<file path="src/rtl/memory_stage_unit.sv">
// memory_stage_unit: MEM stage load/store controller with stall and bubble insertion; access watchdog built when MEM_STAGE_TIMEOUT_EN is defined
module memory_stage_unit #(
  parameter int DATA_W = 16,
  parameter int TIMEOUT = 15
) (
  input  logic              clk,
  input  logic              rst_n,
  input  logic              wbs_in,
  input  logic              wme_in,
  input  logic              mm_in,
  input  logic [DATA_W-1:0] ALUresult_in,
  input  logic [DATA_W-1:0] memData_in,
  input  logic              wm_in,
  input  logic              ni_in,
  output logic              mem_req,
  output logic              mem_we,
  output logic [DATA_W-1:0] mem_addr,
  output logic [DATA_W-1:0] mem_wdata,
  input  logic [DATA_W-1:0] mem_rdata,
  input  logic              mem_ready,
  output logic              stall_out,
  output logic              wbs_out,
  output logic              wm_out,
  output logic              ni_out,
  output logic [DATA_W-1:0] ALUresult_out,
  output logic [DATA_W-1:0] memData_out,
  output logic              err_out
);
  typedef enum logic {IDLE, ACCESS} state_t;
  state_t state_q, state_d;
  logic mem_req_q, mem_req_d, mem_we_q, mem_we_d;
  logic wbs_l_q, wbs_l_d, wm_l_q, wm_l_d;
  logic wbs_q, wbs_d, wm_q, wm_d, ni_q, ni_d;
  logic [DATA_W-1:0] addr_q, addr_d, wdata_q, wdata_d, alu_q, alu_d, mdata_q, mdata_d;
  logic mem_op, abort, fin;
  assign mem_op = ni_in & (wme_in | mm_in);
`ifdef MEM_STAGE_TIMEOUT_EN
  localparam int CW = $clog2(TIMEOUT + 1);
  logic [CW-1:0] cnt_q, cnt_d;
  logic err_q, err_d;
  assign abort = (state_q == ACCESS) & ~mem_ready & (cnt_q == CW'(TIMEOUT - 1));
  always_comb begin
    cnt_d = (state_q == ACCESS && !mem_ready && !abort) ? cnt_q + 1'b1 : '0;
    err_d = err_q | abort;
  end
  always_ff @(posedge clk) begin
    if (!rst_n) begin
      cnt_q <= '0;
      err_q <= 1'b0;
    end else begin
      cnt_q <= cnt_d;
      err_q <= err_d;
    end
  end
  assign err_out = err_q;
`else
  assign abort = 1'b0;
  assign err_out = 1'b0;
`endif
  assign fin = (state_q == ACCESS) & (mem_ready | abort);
  assign stall_out = (state_q == IDLE) ? mem_op : ~fin;
  always_comb begin
    state_d = state_q;
    mem_req_d = mem_req_q;
    mem_we_d = mem_we_q;
    addr_d = addr_q;
    wdata_d = wdata_q;
    wbs_l_d = wbs_l_q;
    wm_l_d = wm_l_q;
    wbs_d = 1'b0;
    wm_d = 1'b0;
    ni_d = 1'b0;
    alu_d = alu_q;
    mdata_d = mdata_q;
    if (state_q == IDLE && mem_op) begin
      state_d = ACCESS;
      mem_req_d = 1'b1;
      mem_we_d = wme_in;
      addr_d = ALUresult_in;
      wdata_d = memData_in;
      wbs_l_d = wbs_in;
      wm_l_d = wm_in;
    end else if (state_q == IDLE) begin
      wbs_d = wbs_in;
      wm_d = wm_in & ni_in;
      ni_d = ni_in;
      alu_d = ALUresult_in;
      mdata_d = '0;
    end else if (fin) begin
      state_d = IDLE;
      mem_req_d = 1'b0;
      wbs_d = wbs_l_q;
      wm_d = wm_l_q & ~abort;
      ni_d = 1'b1;
      alu_d = addr_q;
      mdata_d = (mem_ready && !mem_we_q) ? mem_rdata : '0;
    end
  end
  always_ff @(posedge clk) begin
    if (!rst_n) begin
      state_q <= IDLE;
      mem_req_q <= 1'b0;
      mem_we_q <= 1'b0;
      addr_q <= '0;
      wdata_q <= '0;
      wbs_l_q <= 1'b0;
      wm_l_q <= 1'b0;
      wbs_q <= 1'b0;
      wm_q <= 1'b0;
      ni_q <= 1'b0;
      alu_q <= '0;
      mdata_q <= '0;
    end else begin
      state_q <= state_d;
      mem_req_q <= mem_req_d;
      mem_we_q <= mem_we_d;
      addr_q <= addr_d;
      wdata_q <= wdata_d;
      wbs_l_q <= wbs_l_d;
      wm_l_q <= wm_l_d;
      wbs_q <= wbs_d;
      wm_q <= wm_d;
      ni_q <= ni_d;
      alu_q <= alu_d;
      mdata_q <= mdata_d;
    end
  end
  assign mem_req = mem_req_q;
  assign mem_we = mem_we_q;
  assign mem_addr = addr_q;
  assign mem_wdata = wdata_q;
  assign wbs_out = wbs_q;
  assign wm_out = wm_q;
  assign ni_out = ni_q;
  assign ALUresult_out = alu_q;
  assign memData_out = mdata_q;
endmodule
</file>
<file path="config.mk">
export PLATFORM = sky130hd
export DESIGN_NAME = memory_stage_unit
export DESIGN_NICKNAME = d
export VERILOG_FILES = /design/src/rtl/memory_stage_unit.sv
export SDC_FILE = /design/constraint.sdc
export NUM_CORES = 1
export LEC_CHECK = 0
export BUFFER_PORTS_ARGS = -buffer_cell sky130_fd_sc_hd__buf_2
export CAP_MARGIN = 25
export CORE_ASPECT_RATIO = 0.75
export CORE_MARGIN = 2
export CORE_UTILIZATION = 40
export DETAILED_ROUTE_END_ITERATION = 7
export HOLD_SLACK_MARGIN = 0.06
export MAX_ROUTING_LAYER = met4
export PLACE_DENSITY = 0.72
export SLEW_MARGIN = 30
export SYNTH_ARGS = -nofsm -noshare
export SYNTH_HDL_FRONTEND = slang
export SYNTH_SLANG_ARGS = --single-unit
</file>
<file path="constraint.sdc">
create_clock -name clk -period 2 [get_ports clk]
set_input_delay 0.2 -clock clk [delete_from_list [all_inputs] [get_ports clk]]
set_output_delay 0.2 -clock clk [all_outputs]
set_load 0.02 [all_outputs]
</file>
# Word-level counts from Yosys, hierarchy flattened
# Cells that the tools add are included.
# totals
reg_bits	72
word_cells	47
in_bits	56
# classes
mux	18
n_bitwise	8
n_eq_ne	1
n_reduce_logical	8
# ops
cell	count
16-bit two-way mux	5
1-bit two-way mux	13
1-bit NOT	4
2-bit AND reduction	2
2-bit nonzero test	2
1-bit AND	3
1-bit logical AND	2
2-bit by 1-bit != test with 1-bit output (second input constant)	1
2-bit OR reduction	1
1-bit zero test	1
1-bit OR	1

# Logic depth before layout (Yosys ltp)
# logic_depth
depth_word	5
ltp_mapped	5
depth_no_buf	3

# Worst setup path after synthesis
# Ideal clock, no wire load.
# synth_timing
path_kind	register to register
start	reg state_q
end	reg alu_q[10] (netlist: ALUresult_out[10])
arrival_ns	1.104
setup_slack_ns	0.775
required_ns	1.880
synth_period_minus_slack_ns	1.225
path_stages_with_launch	6
path_buffers	2
cell_sequence	dfxtp_1 > buf_6 > buf_4 > mux2_2 > nand2_1 > mux2i_1
# synth_between
elab_chain_len	4
# synth_rtl
item	line_no	source
start, declared	30	state_t state_q, state_d;
start signal, assigned	114	state_q <= state_d;
branches (longest 4 deep; another with 2-bit by 1-bit != test with 1-bit output)	-	
end signal, assigned	124	alu_q <= alu_d;
end, declared	34	logic [DATA_W-1:0] addr_q, addr_d, wdata_q, wdata_d, alu_q, alu_d, mdata_q, mdata_d;
# Several ways; the timed one is not identified.
# A chain may end at the register's enable or synchronous reset.

# Worst setup path in the final report
# layout_timing
start	reg state_q
end	out stall_out
# layout_between
elab_chain_len	3
# layout_rtl
item	line_no	source
1-bit AND	60	assign fin = (state_q == ACCESS) & (mem_ready | abort);
1-bit NOT	61	assign stall_out = (state_q == IDLE) ? mem_op : ~fin;
1-bit two-way mux *	61	
end, declared	21	output logic stall_out,
# Mark *: on every way between the ends. The rest lies on a longest branch, timed or not.

==> results.py <==
metrics = {
    "detailed_routing": {
        "post_detailed_route_via_to_cell_ratio": 5.11,
        "iteration_0_drc_count_of_the_detailed_router": 117,
        "remaining_drc_errors": 0,
        "number_of_vias_after_detailed_routing": 2760,
        "wire_per_inst_um": 14.6,
        "ant_nets": 0,
        "finalWirelength_mm": 7.89,
        "dr.pass1.iters": 4,
    },
    "synthesis": {
        "yosys_warnings": 0,
        "synth.avg_cell_area_um2": 9.78,
        "sequential_area_share_after_synthesis": 0.477,
        "netlist_instances": 309,
        "synth_seq_cells": 72,
        "synth.distinct_cells": 28,
        "post_synthesis_cell_area_um2": 3020,
        "postSynthNetCount": 365,
        "synthFlopType": "dfxtp_1",
        "async_reset_ff_frac": 0,
        "synth_enable_flop_cells": 0,
        "post_synth_top_area_share": 0.477,
        "synth_area_leaders": "dfxtp_1 (48%), nand3_1 (6.1%), o21ai_0 (6.0%)",
        "synth_top_area_cell": "dfxtp_1",
    },
    "grt": {
        "global_route_wire_length_before_repair_mm": 12.8,
        "via_count_of_the_first_global_routing_pass": 2593,
        "grt.met1_usage": 0.238,
        "grt_use_total": 0.201,
        "grt_busiest_layer": "met2",
        "grt_max_degree": 41,
        "grt_use_met3": 0.0739,
        "groute.layer.met2.usage": 0.320,
        "initial_antenna_violation_count": 0,
        "global_route.overflow_total": 0,
    },
    "clock_tree": {
        "clock_path_buffers": 2,
        "cts.clk_slew.worst_paths_ns": 0.08,
        "worstSkewPairLatency_ns": 0.33,
        "cts_num_sinks": 72,
        "cts-root-buf": "clkbuf_8",
        "tritoncts": "done",
        "htree_levels": 3,
        "cts.repair_timing.setup_buffer_count": 0,
        "tritoncts.num_buffers": 9,
    },
    "floorplanning": {
        "chip_width_um": 104,
        "core_region_area_um2": 7330,
        "die_h_um": 79.3,
        "design.die.area_um2": 8280,
        "rows": 27,
        "effective_utilization_at_floorplan": 0.412,
        "io_pins": 127,
    },
    "finish": {
        "finish.net_count": 490,
        "stdcell_area_um2": 3960,
        "post_route_cells_drive_above_1_share": 0.412,
        "fin_cells": 540,
        "antenna_cells": 0,
        "area.growth.synth_to_final_pct": 31.0,
    },
    "place": {
        "io_buffer_count": 125,
        "hpwl_mm": 5.42,
        "place.detailed.instances": 513,
        "final_weighted_congestion_of_routability_driven_global_placement": 0.830,
        "postPlaceCellArea_um2": 3680,
    },
    "sta": {
        "final.hold.worst_slack_ns": 0.0860,
        "fmax_ghz": 0.560,
        "skew_ns": 0.00593,
        "slew_violations": 0,
        "grt_setup_unrepaired": "no",
        "period_needed_ns": 1.79,
        "hold_viol_final": 0,
        "setup-tns-final_ns": 0,
        "setup_viol": 0,
        "worst_slew_margin_rel": 0.558,
        "worst_slew_pin_slew_ns": 0.662,
        "final.period_utilization": 0.893,
    },
    "worst_setup_path": {
        "worst-endpoint-required_ns": 1.80,
        "critPathKind": "reg2out",
        "reg2regPathDepth": 4,
        "critical_path_arrival_ns": 1.59,
        "r2r_end": "ALUresult_out[13]",
        "setup.worst_path.start": "state_q",
        "endpoint_kind": "output pin",
        "capturing_element_of_the_worst_setup_path": "stall_out",
        "worstReg2RegStart": "state_q",
        "max_fo_critical_path": 8,
        "worst-r2r-setup-slack_ns": 0.39,
        "kind_of_start_point_of_the_critical_path": "flip-flop",
    },
    "power_and_ir_drop": {
        "finalPower_mw": 3.15,
        "power.density_nw_per_um2": 795,
        "vdd_drop_max_v": 0.000342,
        "static-leakage-power_nw": 1.85,
    },
    "run": {
        "max-cap-violations": 0,
    },
    "hold_path": {
        "hold_path_class": "in2reg",
    },
    "status": {
        "status": "finished clean",
    },
}
==> registers in the layout, summed over array words and instances, names as in the netlist <==
register / flops
memData_out: 16
mem_addr: 16
wbs_l_q: 1
ALUresult_out: 16
ni_out: 1
wm_l_q: 1
wbs_out: 1
mem_req: 1
mem_wdata: 16
mem_we: 1
wm_out: 1
state_q: 1
==> synth_stat cells (all sizes together) (2+ instances only) <==
cell and instances:
a21boi 35, a21oi 3, a32o 16, buf 19
clkbuf 12, dfxtp 72, inv 2, mux2 16
mux2i 16, nand2 35, nand3 37, o21ai 36
==> through the flow <==
step                 util  setup WS, ns
floorplan               -         0.775
detailed placement  0.502         0.442
global placement    0.502         0.481
global route        0.540         0.120
CTS                 0.536         0.196
finish              0.540         0.215
==> cells by family after synthesis <==
logic type	after synthesis	share of synthesized area
AND/OR/NAND/NOR	79	0.130
AO/OA/AOI/OAI	92	0.218
flip-flops	72	0.477
multiplexers	32	0.113
other	1	0.00124
buffers and inverters	33	0.0613
==> layout by cell type, fill, tap and decap left out <==
| master | n |
|---|---|
| or2_1 | 1 |
| o21ai_0 | 36 |
| inv_1 | 2 |
| buf_4 | 8 |
| mux2_2 | 16 |
| a22oi_1 | 1 |
| nand2_1 | 34 |
| nor3b_4 | 1 |
| and2_1 | 1 |
| o22ai_4 | 1 |
| nand2_4 | 1 |
| and2b_1 | 1 |
| a21boi_0 | 11 |
| clkinvlp_4 | 2 |
| mux2i_1 | 16 |
| dlygate4sd3_1 | 11 |
| a21boi_1 | 24 |
| dfxtp_1 | 72 |
| a32o_2 | 10 |
| nand3_1 | 37 |
| conb_1 | 1 |
| nor2b_1 | 1 |
| nand2b_4 | 1 |
| clkbuf_8 | 10 |
| a32o_1 | 6 |
| buf_12 | 1 |
| buf_2 | 125 |
| a21oi_1 | 3 |
| clkinv_2 | 4 |
| nor2_4 | 1 |
==> worst max-delay path, stage by stage, from the launching register on <==
cell     delay [ns]
dfxtp_1        0.50
inv_1          0.16
o22ai_4        0.35
buf_2          0.24
==> power by group <==
part | internal [mW] | leakage (nW) | total, mW | switching (mW)
logic | 0.240 | 1.17 | 0.581 | 0.341
clock network | 0.475 | 0.0878 | 1.00 | 0.529
registers | 1.52 | 0.590 | 1.56 | 0.0467
==> how the worst min path moves through the flow <==
stage	start	endpoint	depth (start not counted)
final	mem_rdata[6]	memData_out[6]	2
after global routing	mem_rdata[6]	memData_out[6]	2
after CTS	mem_rdata[2]	memData_out[2]	2
after detailed placement	mem_rdata[4]	memData_out[4]	2
after global placement	mem_rdata[15]	memData_out[15]	2
after floorplan	mem_rdata[0]	memData_out[0]	1
==> metal layers <==
layer / vias up / wire (µm)
met1: 1314 / 3400
met5: - / 0
li1: 1348 / -
met2: 96 / 3900
met3: 2 / 567
met4: 0 / 24
==> area by class of cell <==
class / count / area (µm²)
fillers: 691 / 3370
flip-flops and latches: 72 / 1440
multi-input cells: 204 / 1400
repair buffers: 145 / 816
clock buffers: 10 / 138
well taps: 101 / 126
clock inverters: 6 / 35.0
inverters: 2 / 7.51
==> timing repair <==
action                                 in CTS  in global routing
gates resized for setup                     0                  0
hold buffers                                8                  3
endpoints found under the hold margin       8                  3
Note: power is estimated with default switching activity, not from simulation.
